**config.mk**
```make
export PLATFORM = sky130hd
export DESIGN_NAME = msi_coherence_controller
export DESIGN_NICKNAME = d
export VERILOG_FILES = /design/src/rtl/msi_coherence_controller.sv
export SDC_FILE = /design/constraint.sdc
export NUM_CORES = 1
export LEC_CHECK = 0
export ABC_AREA = 1
export BUFFER_PORTS_ARGS = -buffer_cell sky130_fd_sc_hd__buf_2
export CAP_MARGIN = 10
export CORE_AREA = 2 2 39 41
export DETAILED_ROUTE_END_ITERATION = 7
export DIE_AREA = 0 0 41 43
export GPL_TIMING_DRIVEN = 1
export PLACE_DENSITY = 0.64
export SLEW_MARGIN = 10
export SYNTH_ARGS = -nofsm -noshare
export SYNTH_HDL_FRONTEND = slang
export SYNTH_SLANG_ARGS = --single-unit
export TNS_END_PERCENT = 20
```
**constraint.sdc**
```tcl
create_clock -name clk -period 1.8 [get_ports clk]
set_input_delay 0.27 -clock clk [delete_from_list [all_inputs] [get_ports clk]]
set_output_delay 0.27 -clock clk [all_outputs]
set_load 0.01 [all_outputs]
```
**src/rtl/msi_coherence_controller.sv**
```systemverilog
// -----------------------------------------------------------------------------
// msi_coherence_controller
//
// Per-line MSI coherence decision logic for one private cache. Two fully
// independent paths are evaluated every cycle and their results registered:
//   - CPU path:   current state of the CPU-addressed line plus the CPU request
//                 qualifiers -> new line state, bus command to issue, and a
//                 victim write-back strobe.
//   - Snoop path: current state of the snooped line plus the remote request
//                 seen on the bus -> new line state, write-back strobe, and a
//                 memory-abort strobe (this cache supplies the data).
// All outputs are registered, so they reflect the inputs sampled at the
// previous rising edge of clk.
//
// Line states handled by both paths:
//   state    | meaning
//   ---------+----------------------------------------------------------
//   INVALID  | line not present / not usable (encoding 2'b11 also lands here)
//   SHARED   | clean copy, other caches may hold it too
//   MODIFIED | only valid copy, dirty with respect to memory
//
// Ports
//   clk                   in   sole clock, rising edge
//   rst_n                 in   synchronous active-low reset
//   cpu_state_in  [1:0]   in   state of the CPU-addressed line
//   cpu_read_hit          in   CPU read, tag hit
//   cpu_read_miss         in   CPU read, tag miss (line is a victim)
//   cpu_write_hit         in   CPU write, tag hit
//   cpu_write_miss        in   CPU write, tag miss (line is a victim)
//   bus_state_in  [1:0]   in   state of the snooped line
//   bus_read_miss         in   remote read miss on a matching tag
//   bus_write_miss        in   remote write miss on a matching tag
//   bus_invalidate        in   remote invalidate on a matching tag
//   cpu_state_next [1:0]  out  new state for the CPU-addressed line
//   cpu_bus_next   [1:0]  out  bus command this cache issues
//   cpu_write_back        out  victim write-back strobe
//   bus_state_next [1:0]  out  new state for the snooped line
//   bus_write_back        out  snoop write-back strobe
//   bus_abort_mem_access  out  memory access cancelled, this cache supplies data
// -----------------------------------------------------------------------------
module msi_coherence_controller #(
    parameter logic [1:0] INVALID        = 2'b00,
    parameter logic [1:0] MODIFIED       = 2'b01,
    parameter logic [1:0] SHARED         = 2'b10,
    parameter logic [1:0] BUS_INVALIDATE = 2'b00,
    parameter logic [1:0] BUS_WRITE_MISS = 2'b01,
    parameter logic [1:0] BUS_READ_MISS  = 2'b10,
    parameter logic [1:0] BUS_NONE       = 2'b11
) (
    input  logic       clk,
    input  logic       rst_n,
    input  logic [1:0] cpu_state_in,
    input  logic       cpu_read_hit,
    input  logic       cpu_read_miss,
    input  logic       cpu_write_hit,
    input  logic       cpu_write_miss,
    input  logic [1:0] bus_state_in,
    input  logic       bus_read_miss,
    input  logic       bus_write_miss,
    input  logic       bus_invalidate,
    output logic [1:0] cpu_state_next,
    output logic [1:0] cpu_bus_next,
    output logic       cpu_write_back,
    output logic [1:0] bus_state_next,
    output logic       bus_write_back,
    output logic       bus_abort_mem_access
);

    // Any encoding that is neither MODIFIED nor SHARED (including the unused
    // 2'b11) is handled as INVALID, so a corrupted tag state can never be
    // mistaken for an owned line.
    function automatic logic [1:0] norm_state(input logic [1:0] s);
        if (s == MODIFIED || s == SHARED) begin
            return s;
        end
        return INVALID;
    endfunction

    logic [1:0] cpu_state_eff;
    logic [1:0] bus_state_eff;

    logic [1:0] cpu_state_c;
    logic [1:0] cpu_bus_c;
    logic       cpu_wb_c;

    logic [1:0] bus_state_c;
    logic       bus_wb_c;
    logic       bus_abort_c;

    assign cpu_state_eff = norm_state(cpu_state_in);
    assign bus_state_eff = norm_state(bus_state_in);

    // CPU path. Qualifier priority: write_miss > write_hit > read_miss > read_hit.
    always_comb begin
        cpu_state_c = cpu_state_eff;
        cpu_bus_c   = BUS_NONE;
        cpu_wb_c    = 1'b0;

        if (cpu_write_miss) begin
            cpu_state_c = MODIFIED;
            cpu_bus_c   = BUS_WRITE_MISS;
            // Evicting a dirty victim must push it to memory first.
            cpu_wb_c    = (cpu_state_eff == MODIFIED);
        end else if (cpu_write_hit) begin
            cpu_state_c = MODIFIED;
            if (cpu_state_eff == SHARED) begin
                cpu_bus_c = BUS_INVALIDATE;
            end else if (cpu_state_eff == MODIFIED) begin
                cpu_bus_c = BUS_NONE;
            end else begin
                // A "hit" on an invalid line is really a miss.
                cpu_bus_c = BUS_WRITE_MISS;
            end
        end else if (cpu_read_miss) begin
            cpu_state_c = SHARED;
            cpu_bus_c   = BUS_READ_MISS;
            cpu_wb_c    = (cpu_state_eff == MODIFIED);
        end else if (cpu_read_hit) begin
            if (cpu_state_eff == INVALID) begin
                cpu_state_c = SHARED;
                cpu_bus_c   = BUS_READ_MISS;
            end else begin
                // SHARED and MODIFIED both satisfy a read locally.
                cpu_state_c = cpu_state_eff;
                cpu_bus_c   = BUS_NONE;
            end
        end
    end

    // Snoop path. Request priority: write_miss > invalidate > read_miss.
    // Only a MODIFIED line holds data memory lacks, so only it writes back
    // and cancels the memory access.
    always_comb begin
        bus_state_c = bus_state_eff;
        bus_wb_c    = 1'b0;
        bus_abort_c = 1'b0;

        if (bus_write_miss || bus_invalidate) begin
            bus_state_c = INVALID;
            bus_wb_c    = (bus_state_eff == MODIFIED);
            bus_abort_c = (bus_state_eff == MODIFIED);
        end else if (bus_read_miss) begin
            if (bus_state_eff == INVALID) begin
                bus_state_c = INVALID;
            end else begin
                bus_state_c = SHARED;
            end
            bus_wb_c    = (bus_state_eff == MODIFIED);
            bus_abort_c = (bus_state_eff == MODIFIED);
        end
    end

    // Output registers. Strobes are recomputed every cycle, so each stays
    // high exactly as long as qualifying events keep being sampled.
    always_ff @(posedge clk) begin
        if (!rst_n) begin
            cpu_state_next       <= INVALID;
            cpu_bus_next         <= BUS_NONE;
            cpu_write_back       <= 1'b0;
            bus_state_next       <= INVALID;
            bus_write_back       <= 1'b0;
            bus_abort_mem_access <= 1'b0;
        end else begin
            cpu_state_next       <= cpu_state_c;
            cpu_bus_next         <= cpu_bus_c;
            cpu_write_back       <= cpu_wb_c;
            bus_state_next       <= bus_state_c;
            bus_write_back       <= bus_wb_c;
            bus_abort_mem_access <= bus_abort_c;
        end
    end

endmodule

```
==> impl_metrics.tcl <==
set metrics [dict create \
    grt_pass1_vias 293 \
    cts_sinks 8 \
    dp_hpwl_microns 581 \
    yosysTopAreaCell "dfxtp_1" \
    drv_slew 0 \
    peakVddDrop_v 0.000181 \
    yosys_warnings 0 \
    tightest_slew_ps 168 \
    cts-root-buf "clkbuf_4" \
    area.growth.synth_to_final_pct 34.4 \
    post_drt_wl_per_cell_microns 7.02 \
    yosysTopAreaCellShare_pct 39.3 \
    cts_buffers 3 \
    grt_max_degree 6 \
    cts.repair.resized 0 \
    overflow 0 \
    tns_ps 0 \
    yosysUniqueCellTypes 12 \
    synth_seq_cells 8 \
    cp.depth 1 \
    postRouteAntennaNets 0 \
    crit_start "bus_abort_mem_access$_SDFF_PN0_" \
    cp_top_family "flip-flops" \
    cts_htree_levels 1 \
    n_antenna_cell 0 \
    syn-num-nets 73 \
    holdBufCountCts 0 \
    fmax_mhz 1060 \
    critPathCapture "bus_abort_mem_access" \
    timing.final.crit_share_pct 52.7 \
    num_rows 14 \
    grtUsageTotal_pct 8.95 \
    holdCritPathClass "input pin to flop" \
    crit_path_end_kind "output port" \
    wl_microns 653 \
    dieHeight_microns 43 \
    grt_pass1_wl_microns 1000 \
    syn_area_per_cell_sq_um 7.55 \
    maxCapViolations 0 \
    drc_errors 0 \
    dieArea_sq_mm 0.00176 \
    clk_pin_slew_ps 50 \
    crit_buf_inv 1 \
    dr_total_vias 369 \
    yosysSeqAreaShare_pct 39.3 \
    cp.required_ps 1530 \
    cts_tree "yes" \
    cpMaxStageDelayCell "dfxtp_1" \
    hold_viol_final 0 \
    critPathMaxStageDelay_ps 310 \
    power_leakage_nw 0.325 \
    gp_congestion 0.712 \
    critical_path_class "flop to output port" \
    fin_hold_ws_ps 237 \
    whs_path_depth 2 \
    die_x_microns 41 \
    grt_antenna_before_repair 0 \
    nets 98 \
    coreArea_sq_mm 0.00138 \
    arrival_ps 680 \
    status "complete, no violations" \
    worstPathMaxFanout 2 \
    drt_first_pass_iters 3 \
    dr.first_iter.drc_count 1 \
    power_density_mw_per_mm2 686 \
    cts_buffer_depth 2 \
    vias_per_cell 3.97 \
    worstSetupStartpointType "flop" \
    netlist_area_sq_um 408 \
    grt_setup_unrepaired "false" \
    synth_cells 54 \
    path_cells "buf_2" \
    initial_core_util_pct 29.5 \
    slew_headroom_pct 88.8 \
    io_buffer_count 21 \
    layout-drive-gt1-share_pct 33.8 \
    synth_area_leaders "dfxtp_1, ha_1, nand2_1, inv_1, nor2_1" \
    setup_viol 0 \
    cts_setup_buffers 0 \
    io_pins 22 \
    period_needed_ps 948 \
]
[state kept, by name (all words and copies together), names as in the netlist]
signal                count
bus_abort_mem_access      1
cpu_write_back            1
cpu_state_next            2
cpu_bus_next              2
bus_state_next            2
[cell families (layout without fill, tap and decap cells)]
logic type | after synthesis | in the layout | share of synthesized area [%]
flip-flops | 8 | 8 | 39.3
buffers and inverters | 13 | 36 | 12.9
AND/OR/NAND/NOR | 22 | 22 | 23.3
adder cells (fa/ha/maj) | 6 | 6 | 18.4
AO/OA/AOI/OAI | 5 | 5 | 6.13
[power by group]
part | switching [mW] | leakage (nW) | internal, mW
clock network | 0.0513 | 0.0138 | 0.0756
logic | 0.0339 | 0.246 | 0.0279
registers | 0.00177 | 0.0658 | 0.185
[worst min path at each step]
stage	from	end	slack, ps
after floorplan	rst_n	cpu_bus_next[1]$_SDFF_PN1_	340
after global placement	rst_n	cpu_bus_next[1]$_SDFF_PN1_	490
after detailed placement	rst_n	cpu_bus_next[1]$_SDFF_PN1_	490
after CTS	rst_n	cpu_bus_next[1]$_SDFF_PN1_	230
after global routing	rst_n	cpu_bus_next[1]$_SDFF_PN1_	240
final	rst_n	cpu_bus_next[1]$_SDFF_PN1_	240
[per-stage QoR]
stage / total power, mW / utilization, % / worst slack (ps) / instances / area [sq um]
final: 0.376 / 39.6 / 852 / 93 / 548
after global routing: 0.400 / 39.6 / 815 / 93 / 548
after CTS: 0.386 / 39.6 / 834 / 93 / 548
after detailed placement: 0.253 / 38.0 / 797 / 90 / 526
after global placement: 0.252 / 38.0 / 818 / 90 / 526
after floorplan: 0.223 / - / 961 / 54 / 408
[cell usage after synthesis]
cell type   n
o21ai_0     2
nor3_2      1
buf_4       1
or2_0       1
dfxtp_1     8
ha_1        6
nand2_1    12
inv_2       1
nor2_1      5
inv_1      11
nand3_1     3
a21oi_1     3
[routing by layer]
| layer | global-route usage, % | up-vias | share of wire [%] |
|---|---|---|---|
| li1 | - | 207 | - |
| met1 | 9.71 | 149 | 42 |
| met2 | 11.9 | 11 | 49 |
| met3 | 0 | 2 | 5.5 |
| met4 | 14.0 | 0 | 3.4 |
| met5 | 0 | - | 0 |
[final cells by class]
cell class	instances	area (sq um)
fillers	141	836
flip-flops and latches	8	160
clock buffers	3	22.5
well taps	16	20.0
repair buffers	21	105
multi-input cells	33	195
inverters	12	45.0
[placed cells by master (no fill, tap or decap), drive strengths merged]
cell / count
buf: 21
dfxtp: 8
inv: 12
ha: 6
a21oi: 3
nor3: 1
clkbuf: 3
nor2: 5
nand3: 3
o21ai: 2
or2: 1
nand2: 12
No activity file was read; power rests on OpenSTA's default activity.
